--- config.mk ---
export PLATFORM = sky130hd
export DESIGN_NAME = fpu_div_iter
export DESIGN_NICKNAME = d
export VERILOG_FILES = /design/src/rtl/fpu_div_iter.sv
export SDC_FILE = /design/constraint.sdc
export NUM_CORES = 1
export LEC_CHECK = 0
export BUFFER_PORTS_ARGS = -buffer_cell sky130_fd_sc_hd__buf_4
export CAP_MARGIN = 10
export CORE_ASPECT_RATIO = 1.2
export CORE_MARGIN = 2
export CORE_UTILIZATION = 25
export DETAILED_ROUTE_END_ITERATION = 8
export GPL_ROUTABILITY_DRIVEN = 1
export GPL_TIMING_DRIVEN = 0
export SYNTH_ARGS = -nofsm -noshare
export SYNTH_HDL_FRONTEND = slang
export SYNTH_SLANG_ARGS = --single-unit
--- constraint.sdc ---
create_clock -name Clk -period 3.9 [get_ports Clk]
set_clock_uncertainty 0.05 [all_clocks]
set_input_delay 0.195 -clock Clk [delete_from_list [all_inputs] [get_ports Clk]]
set_output_delay 0.195 -clock Clk [all_outputs]
set_load 0.01 [all_outputs]
--- src/rtl/fpu_div_iter.sv ---
// Iterative IEEE-754 single divider (restoring radix-2, one quotient bit per cycle); FPU_DIV_ABORT_EN selects restart-on-Start.
// Latency: Done 30 cycles after an accepted Start, 2 cycles for NaN/inf/zero operands.
// Backpressure: Start is ignored while Busy, unless FPU_DIV_ABORT_EN is defined, in which case it restarts the divide.
module fpu_div_iter #(
    parameter int QBITS = 26
) (
    input  logic        Clk,
    input  logic        Rst,
    input  logic        Start,
    input  logic [31:0] a_operand,
    input  logic [31:0] b_operand,
    output logic        Busy,
    output logic        Done,
    output logic [31:0] FPU_Output,
    output logic        Exception,
    output logic        Overflow,
    output logic        Underflow
);

    localparam int CW = $clog2(QBITS);

    typedef enum logic [2:0] {S_IDLE, S_UNPACK, S_DIVIDE, S_NORM, S_ROUND, S_DONE} state_t;

    state_t             state, state_nxt;
    logic               accept;
    logic [31:0]        a_q, b_q;
    logic               sign_q;
    logic signed [9:0]  exp_q;
    logic [24:0]        rem_q;
    logic [23:0]        div_q;
    logic [QBITS-1:0]   quo_q;
    logic [CW-1:0]      cnt_q;
    logic               sticky_q;

`ifdef FPU_DIV_ABORT_EN
    assign accept = Start;
`else
    assign accept = Start && (state == S_IDLE);
`endif

    // Operand classification; denormals count as zero
    logic [7:0] a_exp, b_exp;
    logic       a_zero, b_zero, a_inf, b_inf, a_nan, b_nan, sign_w;
    assign a_exp  = a_q[30:23];
    assign b_exp  = b_q[30:23];
    assign a_zero = (a_exp == 8'h00);
    assign b_zero = (b_exp == 8'h00);
    assign a_inf  = (a_exp == 8'hFF) && (a_q[22:0] == 23'd0);
    assign b_inf  = (b_exp == 8'hFF) && (b_q[22:0] == 23'd0);
    assign a_nan  = (a_exp == 8'hFF) && (a_q[22:0] != 23'd0);
    assign b_nan  = (b_exp == 8'hFF) && (b_q[22:0] != 23'd0);
    assign sign_w = a_q[31] ^ b_q[31];

    // Special-operand result, resolved without running the iteration
    logic        special, spec_exc;
    logic [31:0] spec_res;
    always_comb begin
        special  = 1'b1;
        spec_exc = 1'b0;
        spec_res = 32'd0;
        if (a_nan || b_nan || (a_zero && b_zero) || (a_inf && b_inf)) begin
            spec_res = 32'h7FC00000;
            spec_exc = 1'b1;
        end else if (a_inf) begin
            spec_res = {sign_w, 8'hFF, 23'd0};
        end else if (b_zero) begin
            spec_res = {sign_w, 8'hFF, 23'd0};
            spec_exc = 1'b1;
        end else if (b_inf || a_zero) begin
            spec_res = {sign_w, 31'd0};
        end else begin
            special = 1'b0;
        end
    end

    // One restoring step: subtract when the remainder covers the divisor
    logic        q_bit;
    logic [24:0] rem_sub;
    assign q_bit   = (rem_q >= {1'b0, div_q});
    assign rem_sub = rem_q - {1'b0, div_q};

    // Round-to-nearest-even on the normalised quotient, then range check
    logic [24:0]       mant_sum;
    logic              round_up, ovf_w, unf_w;
    logic signed [9:0] exp_rnd;
    logic [22:0]       frac_rnd;
    logic [31:0]       rnd_res;
    always_comb begin
        round_up = quo_q[1] & (sticky_q | quo_q[2]);
        mant_sum = {1'b0, quo_q[QBITS-1:2]} + {24'd0, round_up};
        exp_rnd  = mant_sum[24] ? (exp_q + 10'sd1) : exp_q;
        frac_rnd = mant_sum[24] ? mant_sum[23:1] : mant_sum[22:0];
        ovf_w    = (exp_rnd >= 10'sd255);
        unf_w    = (exp_rnd <= 10'sd0);
        if (ovf_w)
            rnd_res = {sign_q, 8'hFF, 23'd0};
        else if (unf_w)
            rnd_res = {sign_q, 31'd0};
        else
            rnd_res = {sign_q, exp_rnd[7:0], frac_rnd};
    end

    // State register
    always_ff @(posedge Clk) begin
        if (Rst)
            state <= S_IDLE;
        else
            state <= state_nxt;
    end

    // Next-state and status outputs
    always_comb begin
        state_nxt = state;
        Busy      = (state != S_IDLE);
        Done      = (state == S_DONE);
        case (state)
            S_IDLE:   state_nxt = S_IDLE;
            S_UNPACK: state_nxt = special ? S_DONE : S_DIVIDE;
            S_DIVIDE: if (cnt_q == CW'(QBITS - 1)) state_nxt = S_NORM;
            S_NORM:   state_nxt = S_ROUND;
            S_ROUND:  state_nxt = S_DONE;
            S_DONE:   state_nxt = S_IDLE;
            default:  state_nxt = S_IDLE;
        endcase
        if (accept)
            state_nxt = S_UNPACK;
    end

    // Datapath and result registers; results only land on entry to DONE
    always_ff @(posedge Clk) begin
        if (Rst) begin
            a_q        <= 32'd0;
            b_q        <= 32'd0;
            sign_q     <= 1'b0;
            exp_q      <= 10'sd0;
            rem_q      <= 25'd0;
            div_q      <= 24'd0;
            quo_q      <= '0;
            cnt_q      <= '0;
            sticky_q   <= 1'b0;
            FPU_Output <= 32'd0;
            Exception  <= 1'b0;
            Overflow   <= 1'b0;
            Underflow  <= 1'b0;
        end else begin
            if (accept) begin
                a_q <= a_operand;
                b_q <= b_operand;
            end
            case (state)
                S_UNPACK: begin
                    sign_q <= sign_w;
                    exp_q  <= $signed({2'b00, a_exp}) - $signed({2'b00, b_exp}) + 10'sd127;
                    rem_q  <= {2'b01, a_q[22:0]};
                    div_q  <= {1'b1, b_q[22:0]};
                    quo_q  <= '0;
                    cnt_q  <= '0;
                    if (state_nxt == S_DONE) begin
                        FPU_Output <= spec_res;
                        Exception  <= spec_exc;
                        Overflow   <= 1'b0;
                        Underflow  <= 1'b0;
                    end
                end
                S_DIVIDE: begin
                    rem_q <= (q_bit ? rem_sub : rem_q) << 1;
                    quo_q <= {quo_q[QBITS-2:0], q_bit};
                    cnt_q <= cnt_q + CW'(1);
                end
                S_NORM: begin
                    sticky_q <= (rem_q != 25'd0) | (quo_q[QBITS-1] & quo_q[0]);
                    if (!quo_q[QBITS-1]) begin
                        quo_q <= quo_q << 1;
                        exp_q <= exp_q - 10'sd1;
                    end
                end
                S_ROUND: begin
                    if (state_nxt == S_DONE) begin
                        FPU_Output <= rnd_res;
                        Exception  <= 1'b0;
                        Overflow   <= ovf_w;
                        Underflow  <= unf_w;
                    end
                end
                default: ;
            endcase
        end
    end

endmodule
### Yosys cells after proc, flatten, opt, wreduce, memory -nomap -nowiden

Index checks and enable logic that the tools add are counted.

| storage, ports and cells | value |
|---|---|
| register bits | 194 |
| input bits | 67 |
| output and inout bits | 37 |
| logic and storage cells | 105 |

| operators by class | value |
|---|---|
| $add $sub $neg | 7 |
| $lt $le $gt $ge | 3 |
| eq/ne operators | 12 |
| multiplexer cells | 36 |
| bitwise logic cells | 5 |
| reductions and logical operators | 27 |

Operators with widths:

| operator | number |
|---|---|
| $mux W32 | 6 |
| $pmux W26 S3 | 1 |
| $pmux W32 S2 | 1 |
| $mux W31 | 2 |
| $pmux W25 S2 | 1 |
| $logic_not A23 Y1 | 2 |
| $reduce_bool A23 Y1 | 2 |
| $mux W26 | 1 |
| $add A24 B1 Y25 | 1 |
| $ge A25 B24 Y1 | 1 |
| $reduce_bool A25 Y1 | 1 |
| $mux W24 | 1 |
| $sub A24 B24 Y24 | 1 |
| $mux W23 | 1 |
| $mux W10 | 2 |
| $pmux W10 S2 | 1 |
| $eq A8 B8 Y1 const B | 2 |
| $logic_not A8 Y1 | 2 |
| $pmux W3 S4 | 1 |
| $mux W1 | 11 |
| $add A10 B2 Y10 const B | 1 |
| $add A9 B8 Y10 const B | 1 |
| $ge A10 B9 Y1 const B | 1 |
| $le A10 B1 Y1 const B | 1 |
| 21 further kinds | 45 |

### Depth between registers and ports, before layout

Gate-level depths: netlist of run 1.

| depth | value |
|---|---|
| word-level depth | 13 |
| mapped depth | 13 |

### Worst setup path after synthesis of run 1

No wires, ideal clock.

| path | value |
|---|---|
| kind | register to register |
| from | reg rem_q[0] |
| to | reg rem_q[23] |
| setup time | 0.106 ns |
| data arrival time | 2.690 ns |
| data required time | 3.744 ns |
| path slack | 1.054 ns |
| cell stages (with the launch flop) | 12 |
| cell sequence | dfxtp_1 > inv_1 > ha_1 > fa_1 > nand2b_1 > a211oi_1 > o221ai_1 > o21ai_0 > nor4bb_1 > nor4b_1 > or4_1 > o311ai_0 |

| on the way | value |
|---|---|
| cells in the longest elaborated chain, start to end | 3 |
| elaborated cells on any way between the ends | 4 |
| classes of those cells | 1 x add/sub; 1 x order compare; 2 x mux |

Ends and longest elaborated chain:

| what | line | text |
|---|---|---|
| from (decl) | 29 | `logic [24:0] rem_q;` |
| from (signal assigned) | 154 | `rem_q <= {2'b01, a_q[22:0]};` |
| from (signal assigned) | 166 | `rem_q <= (q_bit ? rem_sub : rem_q) << 1;` |
| $sub A24 B24 Y24 or $ge A25 B24 Y1 (tied branches) | 80, 79 |  |
| $mux W24 * | 166 |  |
| $pmux W25 S2 * | 150 | `case (state)` |

Every way passes the cells marked *; elsewhere a longest branch is shown, timed or not.
A chain may end at the register's enable or synchronous reset.

### Worst setup path in the final report of run 1

| path | value |
|---|---|
| from | reg div_q[3] |
| to | reg rem_q[10] |

| on the way | value |
|---|---|
| cells in the longest elaborated chain, start to end | 3 |
| elaborated cells on any way between the ends | 4 |
| classes of those cells | 1 x add/sub; 1 x order compare; 2 x mux |

Ends and longest elaborated chain:

| what | line | text |
|---|---|---|
| from (decl) | 30 | `logic [23:0] div_q;` |
| from (signal assigned) | 155 | `div_q <= {1'b1, b_q[22:0]};` |
| $sub A24 B24 Y24 or $ge A25 B24 Y1 (tied branches) | 80, 79 |  |
| $mux W24 * | 166 |  |
| $pmux W25 S2 * | 150 |  |

Marks and branches as above.

==> results by group, run 1 <==
Synthesis
  • Syn Nets: 1480
  • EDFF count, synth: 0
  • Post-synthesis sequential area ratio: 37.4%
  • Cell variety after synth: 76
  • Ys async rst share: 0%
  • Syn avg cell area: 7.57 sq um
  • Mux share of post-synthesis cell area: 2.17%
  • Ys flop type: dfxtp_1
  • Combinational family with the most area after synthesis: simple AND/OR/NAND/NOR gates
  • Yosys warning total: 0
  • Synthesized area: 10400 sq um
  • Synthesized-area fraction occupied by adder cells: 4.96%
  • Synthesized instance count: 1373
  • Post-synthesis simple-gate area fraction: 25.8%
  • Post-synthesis xor/xnor area fraction: 4.80%
  • Compound-Gate Fraction of Synth Area: 19.8%
  • Post-synthesis register bit count: 194

Power
  • Sequential power share: 25.2%
  • Switching Fraction: 45.1%
  • Power per cell area: 808 nW/um^2
  • Logic pwr share: 56.0%
  • P_leak: 4.87 nW
  • NetSw: 4.79 mW
  • Clock share of power: 18.8%
  • Max VDD drop: 0.396 mV
  • Internal power: 5.82 mW

STA
  • Slew Viols, Final: 0
  • Max Fclk: 0.277 GHz
  • Setup Total Neg Slack: 0 ns
  • Worst Tran Pin Value: 0.832 ns
  • Final Hold Viols: 0
  • Crit share post-route: 92.4%
  • Unrepaired setup endpoints after global routing: no
  • Hold slack: 0.0674 ns
  • Final setup fails: 0
  • Slew HR: 43.8%
  • Final worst slack: 0.296 ns
  • Fin crit period: 3.60 ns

Worst hold path
  • Worst min path class: in -> reg

CTS
  • Clk slew on worst S/H paths: 0.08 ns
  • H-tree levels: 4
  • Post-CTS Resized: 0
  • CTS Buf Count: 17
  • Clock Sinks: 194
  • Maximum clock path buffer count: 2
  • CTS tree: done
  • Post-CTS setup buffer count: 0
  • Worst-Skew Late Latency: 0.45 ns
  • Clock Tree Root: clkbuf_16

Die
  • Core Rows: 81
  • Die area: 43200 sq um
  • IO Pins: 104
  • Die X: 190 um
  • Die H: 227 um
  • Starting Density: 25.4%
  • Core area: 40800 sq um

Critical path
  • Crit path arrival time: 3.87 ns
  • Critical path, cell by cell: inv_1 > ha_1 > a21o_1 > a21oi_1 > o21ai_0 > a22o_1 > o21ai_0 > o211ai_1 > o21ai_0 > buf_2 > buf_2 > mux2i_1 > a21oi_1
  • Crit path capture: rem_q[10]$_SDFFE_PP0P_
  • Worst reg2reg startpoint: div_q[3]$_SDFFE_PP0P_
  • Setup crit start kind: flip-flop
  • Crit path required time: 4.17 ns
  • Critical path start-end classification: reg -> reg
  • Critical Path Fanout Max: 10
  • Reg-to-reg slack, setup: 0.30 ns
  • Crit-path slowest cell: o21ai_0
  • Critical path depth in cells: 13
  • Most numerous cell on the critical path: o21ai_0
  • Reg2Reg Depth: 13
  • Worst setup path startpoint: div_q[3]$_SDFFE_PP0P_
  • Cell family with most CP delay: compound AO/OA/AOI/OAI gates
  • CP Buf/Inv Count: 3
  • Max incr delay on CP: 0.38 ns
  • Reg-to-reg endpoint: rem_q[10]$_SDFFE_PP0P_
  • Crit. End Element: flip-flop

Drt
  • Routed vias/inst: 4.89
  • DR iter-0 viols: 655
  • Total wire length: 32600 um
  • WL/cell: 15.5 um
  • DRC: 0
  • DRT antenna net count: 0
  • Total number of vias: 10.3k
  • DRT Pass-1 Iters: 5

Layout
  • Ant diodes: 0
  • Final nets: 1666
  • Design Area, Final: 13100 sq um
  • P&R area growth vs syn: 26.4%
  • Fraction of layout cells with a size suffix above 1: 11.2%
  • Fin util: 32.2%

Placed design
  • Routability Congestion: 0.918
  • Pre-CTS worst setup slack: 0.372 ns
  • HPWL Detailed: 25300 um
  • Area after DPL: 11800 sq um
  • PortBufs: 103

Outcome
  • Outcome: complete, no violations

Global routing
  • Initial antenna violation count: 0
  • First-pass GRT wire length: 51900 um
  • Vias in the first global route: 9844
  • Largest net degree at the start of global routing: 17
  • Aggregate global-route resource usage: 15.2%
  • GR Overflow Total: 0

Run
  • # Max-Cap Violations: 0
==> cell usage in the layout (no fill, tap or decap), types with 23 or more instances in the layout <==
cell type      count
a21oi_1          179
buf_4            103
clkbuf_1          70
dfxtp_1          194
dlygate4sd3_1     64
ha_1              38
inv_1             57
nand2_1          289
nand3_1           55
nor2_1            90
nor3_1            35
nor4_1            23
o21ai_0           39
xnor2_1           33
xor2_1            24
==> synth_stat cells, drive strengths merged (3+ instances only) <==
library cell  instances  area share (%)
nor3                 37             1.9
o22ai                18             1.1
a22o                  8            0.67
and3                  8            0.48
or4                   4            0.33
dfxtp               194              37
nor4b                 3            0.46
o211ai                5            0.36
nor2                 90             3.3
clkbuf               69             2.5
nor4                 24             1.5
nand2               289              10
nand4b                4            0.34
nand4                21             1.3
a21o                 10            0.72
or3                   5            0.35
nor2b                 9            0.54
o21bai                3            0.22
o21ai                49             2.7
mux2i                21             2.1
buf                  13            0.59
o311ai                3            0.25
a31o                  6            0.51
xor2                 24             2.0
a21oi               179             8.6
and4                  5            0.42
nand3                56             2.7
a31oi                 9            0.54
a22oi                 3            0.22
and2                  7            0.42
a211oi               22             1.6
or2                   5            0.30
inv                  58             2.1
ha                   38             4.6
nand2b                6            0.36
xnor2                33             2.8
==> tightest hold or removal path, cell delays in order <==
cell and delay (ns):
buf_4 0.10, or4_4 0.14, o21ai_0 0.08
==> power by group through the flow <==
stage	Sequential (mW)	Clock, mW	Combinational (mW)
after global routing	2.72	2.10	6.57
after CTS	2.67	2.02	5.88
final	2.68	1.99	5.94
after floorplan	2.62	0	4.34
after detailed placement	2.72	0	5.80
after global placement	2.71	0	5.76
==> layer usage <==
| layer | up-vias | global-route usage [%] | wire length (um) |
|---|---|---|---|
| li1 | 5165 | - | - |
| met4 | 0 | 5.88 | 936 |
| met1 | 4845 | 18.8 | 14400 |
| met2 | 262 | 26.5 | 15800 |
| met5 | - | 0 | 0 |
| met3 | 49 | 2.39 | 1510 |
==> flip-flops by register name (all words and copies together), names as in the netlist <==
name / cells
FPU_Output: 32
a_q: 32
b_q: 32
quo_q: 26
rem_q: 25
div_q: 24
exp_q: 10
cnt_q: 5
state: 3
Exception: 1
Overflow: 1
Underflow: 1
sign_q: 1
sticky_q: 1
==> layout make-up <==
cell class / instances / area (sq um)
Clock buffer: 20 / 457
Multi-Input combinational cell: 1039 / 5970
Timing Repair Buffer: 167 / 1410
Tap cell: 539 / 674
Inverter: 58 / 218
Clock inverter: 12 / 199
Buffer: 82 / 320
Fill cell: 4399 / 27700
Sequential cell: 194 / 3880
==> worst min-delay path by stage <==
stage / start / endpoint / slack (ns) / cells after the start
after CTS: a_operand[0] / a_q[0]$_SDFFE_PP0P_ / 0.005 / 3
final: Rst / FPU_Output[9]$_SDFFE_PP0P_ / 0.07 / 3
after global routing: Rst / FPU_Output[9]$_SDFFE_PP0P_ / 0.05 / 3
after detailed placement: FPU_Output[16]$_SDFFE_PP0P_ / FPU_Output[16]$_SDFFE_PP0P_ / 0.39 / 2
after global placement: FPU_Output[16]$_SDFFE_PP0P_ / FPU_Output[16]$_SDFFE_PP0P_ / 0.38 / 2
after floorplan: a_operand[0] / a_q[0]$_SDFFE_PP0P_ / 0.28 / 2
==> stage by stage <==
| stage | total power [mW] | instances |
|---|---|---|
| final | 10.6 | 2111 |
| after global routing | 11.4 | 2111 |
| after CTS | 10.6 | 2110 |
| after detailed placement | 8.52 | 2015 |
| after global placement | 8.47 | 2015 |
| after floorplan | 6.96 | 1373 |
==> cell families (layout without fill, tap and decap cells) <==
family / count (synthesis) / after routing
AO/OA/AOI/OAI: 340 / 340
XOR/XNOR: 57 / 57
adder cells (fa/ha/maj): 40 / 40
buffers and inverters: 140 / 339
flip-flops: 194 / 194
multiplexers: 22 / 22
AND/OR/NAND/NOR: 580 / 580
==> repair_timing <==
item / 4_1_cts / 5_1_grt
hold buffers: 63 / 1
hold endpoints to repair: 63 / 1
endpoints found under the setup margin: 0 / 0
(Power assumes the default switching activity.)
==> inputs of run 2 (changes only) <==
CORE_MARGIN = default   (was 2)
MAX_ROUTING_LAYER = met4   (was default)
REMOVE_ABC_BUFFERS = 1   (was default)
==> results by group, run 2 (synthesis gave the netlist of run 1 again) <==
Placed design
  • HPWL Detailed: 20600 um
  • PortBufs: 103
  • Pre-CTS worst setup slack: 0.306 ns
  • Routability Congestion: 0.842
  • Area after DPL: 11700 sq um

Die
  • IO Pins: 104
  • Core Rows: 81
  • Starting Density: 25.4%
  • Die X: 188 um
  • Die area: 42400 sq um
  • Die H: 225 um
  • Core area: 40800 sq um

Layout
  • Multi-input gate area: 6000 sq um
  • Fillers: 4394
  • Commonest cells after routing, fill and taps aside: nand2_1, dfxtp_1, a21oi_1, buf_4, nor2_1
  • Register area: 3880 sq um
  • Final nets: 1595
  • Top flop regs: FPU_Output: 32 flops, a_q: 32 flops, b_q: 32 flops
  • Fraction of layout cells with a size suffix above 1: 12.6%
  • Design Area, Final: 13000 sq um
  • P&R area growth vs syn: 24.7%
  • Commonest non-fill, non-tap cell in the layout: nand2_1
  • Ant diodes: 0

Critical path
  • Max incr delay on CP: 0.43 ns
  • Crit path required time: 4.18 ns
  • Critical path start-end classification: reg -> reg
  • Cell family with most CP delay: compound AO/OA/AOI/OAI gates
  • Critical path, cell by cell: inv_1 > ha_1 > fa_1 > nand2b_1 > a211oi_1 > o221ai_1 > o21ai_0 > nor4bb_1 > nor4b_1 > or4_1 > o311ai_0
  • Setup crit start kind: flip-flop
  • CP Buf/Inv Count: 1
  • Crit-path slowest cell: fa_1
  • Critical Path Fanout Max: 4
  • Crit path arrival time: 3.71 ns
  • Crit. End Element: flip-flop

Power
  • Max VDD drop: 0.597 mV
  • Total power: 10.3 mW
  • P_leak: 4.81 nW
  • Power per cell area: 791 nW/um^2

STA
  • Worst Tran Pin Value: 0.938 ns
  • Slew HR: 37.5%
  • Slew Viols, Final: 0
  • Final Hold Viols: 0
  • Fin crit period: 3.43 ns
  • Setup Total Neg Slack: 0 ns
  • Max Fclk: 0.292 GHz
  • Unrepaired setup endpoints after global routing: no
  • Final setup fails: 0
  • Final worst slack: 0.474 ns
  • Crit share post-route: 87.8%

Global routing
  • Largest net degree at the start of global routing: 102
  • Vias in the first global route: 9415
  • Aggregate global-route resource usage: 14.0%
  • GR Overflow Total: 0
  • First-pass GRT wire length: 47100 um
  • Initial antenna violation count: 0

Drt
  • Routed vias/inst: 4.85
  • Total wire length: 28400 um
  • DRT Pass-1 Iters: 5
  • DR iter-0 viols: 519
  • Total number of vias: 9893
  • WL/cell: 13.9 um
  • DRT antenna net count: 0
  • DRC: 0

CTS
  • CTS tree: done
  • Post-CTS Resized: 0
  • CTS Hold Bufs: 64
  • CTS Buf Count: 17
  • Post-CTS setup buffer count: 0
  • Clk slew on worst S/H paths: 0.07 ns
  • Clock Sinks: 194
  • Worst-Skew Late Latency: 0.45 ns
  • Maximum clock path buffer count: 2
  • Clock Tree Root: clkbuf_16
  • H-tree levels: 4

Outcome
  • Outcome: complete, no violations

Run
  • # Max-Cap Violations: 0

Worst hold path
  • Worst min path class: in -> reg
-- run 2: path summary, 6_finish.rpt --
| path | start | endpoint | slack (ns) | cells after the start |
|---|---|---|---|---|
| worst max-delay path | rem_q[0]$_SDFFE_PP0P_ | rem_q[23]$_SDFFE_PP0P_ | 0.47 | 11 |
| worst min register to register | FPU_Output[16]$_SDFFE_PP0P_ | FPU_Output[16]$_SDFFE_PP0P_ | 0.39 | 2 |
| worst max register to register | rem_q[0]$_SDFFE_PP0P_ | rem_q[23]$_SDFFE_PP0P_ | 0.47 | 11 |
| worst min-delay path | Rst | b_q[20]$_SDFFE_PP0P_ | 0.16 | 2 |
-- run 2: layer usage --
| metal | up-vias | wire length (um) | GRT usage (%) |
|---|---|---|---|
| met5 | - | 0 | - |
| met3 | 37 | 1170 | 2.27 |
| met1 | 4619 | 12800 | 16.8 |
| met2 | 214 | 13700 | 23.6 |
| li1 | 5023 | - | - |
| met4 | 0 | 669 | 4.85 |
-- run 2: power breakdown --
group          switching [mW]  internal [mW]  leakage [nW]
sequential              0.410           2.34          1.58
combinational            3.33           2.43          2.96
clock                   0.882          0.852         0.273
-- run 2: area by class of cell --
| cell class | instances | area share, % |
|---|---|---|
| inverter | 58 | 1.68 |
| timing repair buffer | 178 | 12.5 |
| clock buffer | 18 | 3.31 |
| sequential | 194 | 30.0 |
| tap | 539 | 5.20 |
| multi-input combinational | 1039 | 46.3 |
| clock inverter | 14 | 1.10 |
-- run 2: stage by stage --
step | util (%) | hold slack, ns | std cells
after floorplan | - | 0.214 | 1291
after global placement | 28.2 | 0.383 | 1933
after detailed placement | 28.7 | 0.385 | 1942
after CTS | 31.7 | 0.176 | 2038
after global routing | 31.7 | 0.217 | 2040
final | 31.7 | 0.163 | 2040
